<file path="config.mk">
export PLATFORM = sky130hd
export DESIGN_NAME = bcd_display_scanner
export DESIGN_NICKNAME = d
export VERILOG_FILES = /design/src/rtl/bcd_display_scanner.sv
export SDC_FILE = /design/constraint.sdc
export NUM_CORES = 1
export LEC_CHECK = 0
export CAP_MARGIN = 20
export CORE_AREA = 2 2 86 88
export CTS_CLUSTER_DIAMETER = 50
export DETAILED_ROUTE_END_ITERATION = 10
export DIE_AREA = 0 0 88 90
export MAX_ROUTING_LAYER = met4
export PLACE_DENSITY_LB_ADDON = 0.12
export SKIP_CTS_REPAIR_TIMING = 1
export SYNTH_ARGS = -nofsm -noshare
export SYNTH_HDL_FRONTEND = slang
export SYNTH_SLANG_ARGS = --single-unit
</file>
<file path="constraint.sdc">
create_clock -name clk -period 3.6 [get_ports clk]
set_clock_uncertainty 0.1 [all_clocks]
set_input_delay 1.08 -clock clk [delete_from_list [all_inputs] [get_ports clk]]
set_output_delay 1.08 -clock clk [all_outputs]
set_load 0.005 [all_outputs]
</file>
<file path="src/rtl/bcd_display_scanner.sv">
// Multiplexed 4-digit BCD display driver: double-buffered value capture,
// time-multiplexed digit scan, leading-zero blanking and minus-sign placement.
module bcd_display_scanner #(
  parameter int REFRESH_DIV = 50000,
  parameter int BLANK_LZ    = 1
) (
  input  logic        clk,
  input  logic        rst,
  input  logic        load,
  output logic        ready,
  input  logic [15:0] digits,
  input  logic        neg,
  output logic [6:0]  seg,
  output logic [3:0]  an,
  output logic        frame_done,
  output logic        sign_lost,
  output logic        err
);

  localparam int             CW    = (REFRESH_DIV > 2) ? $clog2(REFRESH_DIV) : 1;
  localparam logic [CW-1:0]  TC    = CW'(REFRESH_DIV - 1);
  localparam bit             LZ_EN = (BLANK_LZ != 0);

  localparam logic [6:0] SEG_BLANK = 7'b1111111;
  localparam logic [6:0] SEG_MINUS = 7'b1111110;

  // Pending buffer occupancy. ready = EMPTY; a load is accepted only when
  // ready=1 and the buffer drains into the active register at a frame boundary.
  typedef enum logic {
    PEND_EMPTY = 1'b0,
    PEND_FULL  = 1'b1
  } pend_state_t;

  pend_state_t   r_pend_state;
  pend_state_t   w_pend_next;
  logic          w_capture;
  logic          w_transfer;

  logic [CW-1:0] r_cnt;
  logic [1:0]    r_idx;
  logic [15:0]   r_pend_digits;
  logic          r_pend_neg;
  logic [15:0]   r_act_digits;
  logic          r_act_neg;
  logic [3:0]    r_an;
  logic [6:0]    r_seg;
  logic          r_frame_done;
  logic          r_sign_lost;
  logic          r_err;

  logic          w_tc;
  logic          w_boundary;
  logic [1:0]    w_msd;
  logic          w_nonzero;
  logic [3:0]    w_nib;
  logic          w_lz_blank;
  logic          w_minus;
  logic [6:0]    w_seg_next;

  function automatic logic [6:0] seg_code(input logic [3:0] n);
    case (n)
      4'd0:    seg_code = 7'b0000001;
      4'd1:    seg_code = 7'b1001111;
      4'd2:    seg_code = 7'b0010010;
      4'd3:    seg_code = 7'b0000110;
      4'd4:    seg_code = 7'b1001100;
      4'd5:    seg_code = 7'b0100100;
      4'd6:    seg_code = 7'b0100000;
      4'd7:    seg_code = 7'b0001111;
      4'd8:    seg_code = 7'b0000000;
      4'd9:    seg_code = 7'b0000100;
      default: seg_code = SEG_BLANK;
    endcase
  endfunction

  // Highest position holding a nonzero nibble (invalid nibbles count as nonzero).
  function automatic logic [1:0] msd_pos(input logic [15:0] d);
    msd_pos = 2'd0;
    for (int i = 1; i < 4; i++) begin
      if (d[4*i +: 4] != 4'd0) msd_pos = 2'(i);
    end
  endfunction

  function automatic logic has_invalid(input logic [15:0] d);
    has_invalid = 1'b0;
    for (int i = 0; i < 4; i++) begin
      if (d[4*i +: 4] > 4'd9) has_invalid = 1'b1;
    end
  endfunction

  function automatic logic sign_lost_of(input logic [15:0] d, input logic n);
    sign_lost_of = n && (d != 16'd0) && ((msd_pos(d) == 2'd3) || !LZ_EN);
  endfunction

  assign w_tc       = (r_cnt == TC);
  assign w_boundary = w_tc && (r_idx == 2'd3);

  always_comb begin
    w_pend_next = r_pend_state;
    w_capture   = 1'b0;
    w_transfer  = 1'b0;
    case (r_pend_state)
      PEND_EMPTY: begin
        if (load) begin
          w_capture   = 1'b1;
          w_pend_next = PEND_FULL;
        end
      end
      PEND_FULL: begin
        if (w_boundary) begin
          w_transfer  = 1'b1;
          w_pend_next = PEND_EMPTY;
        end
      end
      default: w_pend_next = PEND_EMPTY;
    endcase
  end

  always_ff @(posedge clk) begin
    if (rst) r_pend_state <= PEND_EMPTY;
    else     r_pend_state <= w_pend_next;
  end

  // Segment pattern for the position currently selected by r_idx.
  always_comb begin
    w_msd      = msd_pos(r_act_digits);
    w_nonzero  = (r_act_digits != 16'd0);
    w_nib      = r_act_digits[{r_idx, 2'b00} +: 4];
    w_lz_blank = LZ_EN && (r_idx > w_msd);
    w_minus    = LZ_EN && r_act_neg && w_nonzero && (w_msd != 2'd3) &&
                 (r_idx == w_msd + 2'd1);
    w_seg_next = seg_code(w_nib);
    if (w_minus)         w_seg_next = SEG_MINUS;
    else if (w_lz_blank) w_seg_next = SEG_BLANK;
  end

  always_ff @(posedge clk) begin
    if (rst) begin
      r_cnt         <= '0;
      r_idx         <= 2'd0;
      r_pend_digits <= 16'd0;
      r_pend_neg    <= 1'b0;
      r_act_digits  <= 16'd0;
      r_act_neg     <= 1'b0;
      r_an          <= 4'b1111;
      r_seg         <= SEG_BLANK;
      r_frame_done  <= 1'b0;
      r_sign_lost   <= 1'b0;
      r_err         <= 1'b0;
    end else begin
      r_cnt        <= w_tc ? '0 : r_cnt + 1'b1;
      if (w_tc) r_idx <= r_idx + 2'd1;
      r_frame_done <= w_boundary;
      r_an         <= ~(4'b0001 << r_idx);
      r_seg        <= w_seg_next;
      if (w_capture) begin
        r_pend_digits <= digits;
        r_pend_neg    <= neg;
        if (has_invalid(digits)) r_err <= 1'b1;
      end
      if (w_transfer) begin
        r_act_digits <= r_pend_digits;
        r_act_neg    <= r_pend_neg;
        r_sign_lost  <= sign_lost_of(r_pend_digits, r_pend_neg);
      end
    end
  end

  assign ready      = (r_pend_state == PEND_EMPTY);
  assign seg        = r_seg;
  assign an         = r_an;
  assign frame_done = r_frame_done;
  assign sign_lost  = r_sign_lost;
  assign err        = r_err;

endmodule

</file>
==> impl_metrics.csv, run 1 <==
group,metric,value,unit
outcome,status,"finished, final reports clean",
drt,final_antenna_net_count,0,
power,ir_drop,0.2137,mV
drt,drcViolationCount,0,
finish,diodes,0,
floorplan,die-width,88,um
power,leakage,1.273,nW
yosys,netlist_area,0.002957,sq mm
timing,setup_tns,0,ns
yosys,yosysSeqAreaShare,0.4537,
drt,route.met2.wl,2.654,mm
floorplan,dieArea,0.007920,sq mm
finish,multi_input_area,0.001450,sq mm
cts,cts_buffers,9,
drt,vias,2400,
floorplan,fp-row-count,31,
cts,clockBufferDepth,2,
timing,maxSlewHeadroom,0.5740,
setup_path,startpoint_type,"flip-flop",
floorplan,core,0.007020,sq mm
setup_path,endpoint_kind,"flip-flop",
setup_path,worstSetupPathType,"flip-flop to flip-flop",
floorplan,io_pins,35,
global_routing,grt_pass1_vias,2233,
timing,finalCritPeriodShare,0.7315,
finish,finalNonFillerCells,471,
finish,fillers,708,
yosys,synth_fp_nets,375,
cts,clkLatencyLatePin,0.34,ns
timing,drv_slew,0,
yosys,avgSynthCellArea,8.670,sq um
yosys,synth_cells,341,
global_routing,grt_use_total,0.1693,
drt,drtIter0Drc,85,
placed_design,io_buffers,34,
power,p_per_area,424.6,mW/mm^2
finish,drive_above_1_share,0.06183,
finish,register_area,0.001341,sq mm
floorplan,dieHeight,90,um
global_routing,grt_max_degree,46,
setup_path,worst_path_most_repeated_cell,"o21ai_0",
cts,clockRootBuffer,"clkbuf_8",
finish,syn2layout_area_growth,19.64,%
timing,hold_viol,0,
placed_design,dp_slack,1.016,ns
setup_path,crit_family,"compound AO/OA/AOI/OAI gates",
cts,cts_tree,"built",
floorplan,start_util,0.4211,
timing,rsz0062_at_grt,"no",
drt,routedWlPerCell,12.86,um
timing,worstMarginPinSlew,0.6390,ns
global_routing,grt_pass1_wl,10.34,mm
timing,min_period,2.634,ns
drt,drtPass1Iterations,4,
worst_hold_path,hp-class,"flip-flop to flip-flop",
setup_path,slowest_stage,"a311oi_1",
yosys,yosysUniqueCellTypes,39,
yosys,yosysWarnings,0,
placed_design,placed_cells,455,
placed_design,place_hpwl,4.192,mm
placed_design,place.gp.congestion,0.7495,
drt,wl,6.056,mm
cts,h-tree-depth,3,
setup_path,worst-path-max-fanout,6,
finish,fin_nets,401,
setup_path,crit_required,3.68,ns
timing,max_freq,379.7,MHz
timing,finalSetupViolCount,0,
setup_path,crit_arrival,2.72,ns
yosys,ys_seq_elements,67,
setup_path,worstPathCellList,"nor4_1, inv_1, o21ai_0, ha_1, xor2_1, nor3_1, a311oi_1, o21ai_0",
drt,viasPerCell,5.096,
flow_run,drv_cap,0,
global_routing,grt_overflow_total,0,
drt,highest_layer,"met4",
drt,wl_met3,174,um
setup_path,max_stage_delay,0.54,ns
timing,setup_ws,0.9665,ns
global_routing,antenna_found_initial,0,
setup_path,crit_buf_inv,1,
cts,clkSlewWorstSetupHoldPaths,0.07,ns
drt,wl_met1,3.120,mm
cts,cts.sinks,67,
==> where the power goes <==
group / internal [mW] / switching, mW
Clock: 0.378 / 0.270
Combinational: 0.0439 / 0.0386
Sequential: 0.761 / 0.0107
Total: 1.18 / 0.319
==> cell usage after synthesis (all sizes together) <==
| cell | count | area, sq um |
|---|---|---|
| dfxtp | 67 | 1341 |
| nand4bb | 1 | 11.26 |
| ha | 14 | 175.2 |
| and2 | 2 | 12.51 |
| and4 | 1 | 8.760 |
| inv | 14 | 52.55 |
| mux4 | 4 | 90.09 |
| a2bb2oi | 1 | 8.760 |
| or3 | 1 | 6.260 |
| nand4 | 8 | 50.05 |
| or4 | 5 | 45.04 |
| clkbuf | 15 | 56.30 |
| o21ai | 29 | 145.1 |
| and4b | 1 | 10.01 |
| nand4b | 1 | 8.760 |
| a32o | 1 | 10.01 |
| nand2b | 6 | 37.54 |
| buf | 7 | 56.30 |
| a21oi | 46 | 230.2 |
| xor2 | 9 | 78.83 |
| and3 | 3 | 18.77 |
| a311oi | 1 | 8.760 |
| xnor2 | 4 | 35.03 |
| nor2 | 20 | 75.07 |
| nand2 | 43 | 161.4 |
| nor4 | 5 | 37.53 |
| nand3 | 21 | 105.1 |
| nor2b | 2 | 12.51 |
| a211oi | 2 | 15.01 |
| nor3 | 1 | 5.000 |
| o31ai | 2 | 15.01 |
| nor3b | 1 | 7.510 |
| mux2i | 1 | 10.01 |
| o21bai | 2 | 15.01 |
==> registers in the layout (all words and copies together), names as in the netlist <==
| name | count |
|---|---|
| an | 4 |
| r_pend_neg | 1 |
| seg | 7 |
| r_pend_state | 1 |
| r_act_digits | 16 |
| r_cnt | 16 |
| r_act_neg | 1 |
| frame_done | 1 |
| err | 1 |
| sign_lost | 1 |
| r_pend_digits | 16 |
| r_idx | 2 |
==> path summary, 6_finish.rpt <==
check                                      from        to  slack [ns]  cells after the start
worst min register to register         r_cnt[0]  r_cnt[0]        0.35                      1
worst max register to register  r_act_digits[8]    seg[6]        0.97                      8
worst max-delay path            r_act_digits[8]    seg[6]        0.97                      8
worst min-delay path                   r_cnt[0]  r_cnt[0]        0.35                      1
==> cell families after synthesis <==
family                   synth area share
buffers and inverters             0.05586
XOR/XNOR                          0.03851
AND/OR/NAND/NOR                    0.2074
multiplexers                      0.03386
adder cells (fa/ha/maj)           0.05925
flip-flops                         0.4537
AO/OA/AOI/OAI                      0.1515
==> through the flow <==
step	util	hold WS [ns]	cell area [sq um]	total power [mW]
floorplan	-	0.3118	2957	0.8274
CTS	0.5038	0.3483	3537	1.521
global placement	0.4744	0.3269	3331	0.8703
finish	0.5038	0.3451	3537	1.502
detailed placement	0.4744	0.3334	3331	0.8718
global route	0.5038	0.3732	3537	1.567
==> layout by cell type, fill, tap and decap left out, drive strengths merged, types with 2 or more instances in the layout <==
master,count
o21ai,29
clkdlybuf4s50,34
and3,3
nor4,5
o21bai,2
inv,14
nor2,20
and2,2
nand4,8
xnor2,4
dfxtp,67
mux4,4
clkbuf,15
nand2b,6
buf,3
a211oi,2
xor2,9
or4,5
a21oi,46
ha,14
nor2b,2
nand3,21
o31ai,2
nand2,43
==> layout make-up <==
type	count	share of cell area
Timing Repair Buffer	37	0.1026
Clock inverter	1	0.008490
Inverter	14	0.01486
Multi-Input combinational cell	238	0.4100
Tap cell	99	0.03502
Sequential cell	67	0.3792
Clock buffer	15	0.04988
==> metal layers <==
metal,track usage,vias to the layer above
met5,-,-
met4,0.07308,0
met3,0.03306,9
met2,0.2468,39
met1,0.2271,1110
li1,-,1242
==> worst reg2reg max path, cell delays in order, from the launching register on <==
cell	delay, ns
dfxtp_1	0.32
nor4_1	0.49
inv_1	0.07
o21ai_0	0.26
ha_1	0.29
xor2_1	0.15
nor3_1	0.08
a311oi_1	0.54
o21ai_0	0.19
(Power assumes the default switching activity.)
==> run 2: changes to the inputs <==
clock period = 2.4 ns   (was 3.6 ns; I/O delays follow)
==> impl_metrics.csv, run 2 (synthesis gave the netlist of run 1 again) <==
group,metric,value,unit
outcome,status,"finished, final reports clean",
setup_path,crit_family,"compound AO/OA/AOI/OAI gates",
finish,fin_nets,409,
setup_path,crit_arrival,2.35,ns
cts,cts_tree,"built",
setup_path,slowest_stage,"nor4_1",
cts,clkLatencyLatePin,0.33,ns
power,ir_drop,0.2812,mV
cts,clockRootBuffer,"clkbuf_8",
timing,max_freq,448.3,MHz
drt,drcViolationCount,0,
setup_path,worstSetupPathType,"flip-flop to flip-flop",
floorplan,fp-row-count,31,
finish,finalNonFillerCells,479,
placed_design,dp_slack,0.1374,ns
finish,register_area,0.001341,sq mm
floorplan,dieArea,0.007920,sq mm
timing,worstMarginPinSlew,0.5533,ns
worst_hold_path,hp-class,"flip-flop to flip-flop",
global_routing,grt_pass1_vias,2313,
drt,drtIter0Drc,89,
timing,setup_tns,0,ns
floorplan,core,0.007020,sq mm
placed_design,dpl_cell_area,0.003391,sq mm
timing,setup_ws,0.1694,ns
placed_design,place_hpwl,4.189,mm
setup_path,max_stage_delay,0.43,ns
setup_path,startpoint_type,"flip-flop",
setup_path,crit_buf_inv,1,
floorplan,io_pins,35,
timing,hold_ws,0.3429,ns
finish,fillers,667,
worst_hold_path,min_path_cells,1,
drt,vias,2446,
drt,drtPass1Iterations,4,
power,leakage,1.318,nW
finish,diodes,0,
power,p_per_area,646.4,mW/mm^2
global_routing,grt_pass1_wl,10.58,mm
timing,finalSetupViolCount,0,
finish,syn2layout_area_growth,22.56,%
finish,fin_area,0.003623,sq mm
floorplan,die-width,88,um
setup_path,worst-path-max-fanout,6,
cts,clockBufferDepth,2,
timing,min_period,2.231,ns
setup_path,r2r_cells,8,
finish,final_util,0.5161,
placed_design,io_buffers,34,
cts,clkSlewWorstSetupHoldPaths,0.08,ns
cts,cts.sinks,67,
floorplan,start_util,0.4211,
finish,mostFrequentLayoutCell,"dfxtp_1",
cts,cts_buffers,9,
timing,maxSlewHeadroom,0.6302,
drt,routedWlPerCell,12.76,um
global_routing,antenna_found_initial,0,
power,power,2.342,mW
setup_path,path_depth,8,
timing,drv_slew,0,
finish,layout_common_cells,"67 x dfxtp_1, 46 x a21oi_1, 43 x nand2_1, 34 x clkdlybuf4s50_1, 24 x o21ai_0",
finish,drive_above_1_share,0.09211,
timing,hold_viol,0,
global_routing,grt_use_total,0.1698,
finish,multi_input_area,0.001456,sq mm
setup_path,endpoint_kind,"flip-flop",
drt,final_antenna_net_count,0,
setup_path,crit_required,2.52,ns
flow_run,drv_cap,0,
timing,finalCritPeriodShare,0.9294,
floorplan,dieHeight,90,um
cts,h-tree-depth,3,
placed_design,place.gp.congestion,0.8238,
placed_design,placed_cells,463,
finish,largest_registers,"r_act_digits x16, r_cnt x16, r_pend_digits x16",
global_routing,grt_max_degree,38,
drt,wl,6.110,mm
setup_path,worstPathCellList,"nor4_1, o21ai_1, ha_1, xor2_1, nor3_1, a311oi_1, buf_4, o21ai_0",
global_routing,grt_overflow_total,0,
drt,viasPerCell,5.106,
==> run 2: changes by cell type in the layout (fill, tap and decap cells not counted), sizes merged <==
| cell | previous run | this run |
|---|---|---|
| bufinv | 1 | 2 |
| clkbuf | 15 | 10 |
| buf | 3 | 11 |
| clkinvlp | 0 | 2 |
| clkinv | 0 | 2 |
==> run 2: routing by layer <==
metal	up-vias	global-route usage	part of all wire	routed length [um]
met4	0	0.05897	0.0093	57
met2	40	0.2544	0.45	2736
li1	1248	-	-	-
met3	9	0.03306	0.032	197
met5	-	-	0	0
met1	1149	0.2282	0.51	3119
==> run 2: path summary, 6_finish.rpt <==
kind | slack [ns] | to | start
setup reg to reg | 0.17 | seg[6] | r_act_digits[4]
hold reg to reg | 0.34 | r_cnt[0] | r_cnt[0]
setup / recovery | 0.17 | seg[6] | r_act_digits[4]
hold / removal | 0.34 | r_cnt[0] | r_cnt[0]
==> run 2: layout make-up <==
class	instances	area share
flip-flops and latches	67	0.3702
inverters	14	0.01450
well taps	99	0.03419
clock buffers	10	0.03798
multi-input cells	238	0.4019
repair buffers	45	0.1167
clock inverters	6	0.02452
==> run 2: power breakdown <==
group | internal, mW | switching [mW]
logic | 0.0706 | 0.0595
registers | 1.14 | 0.0158
clock network | 0.613 | 0.443
total | 1.82 | 0.518
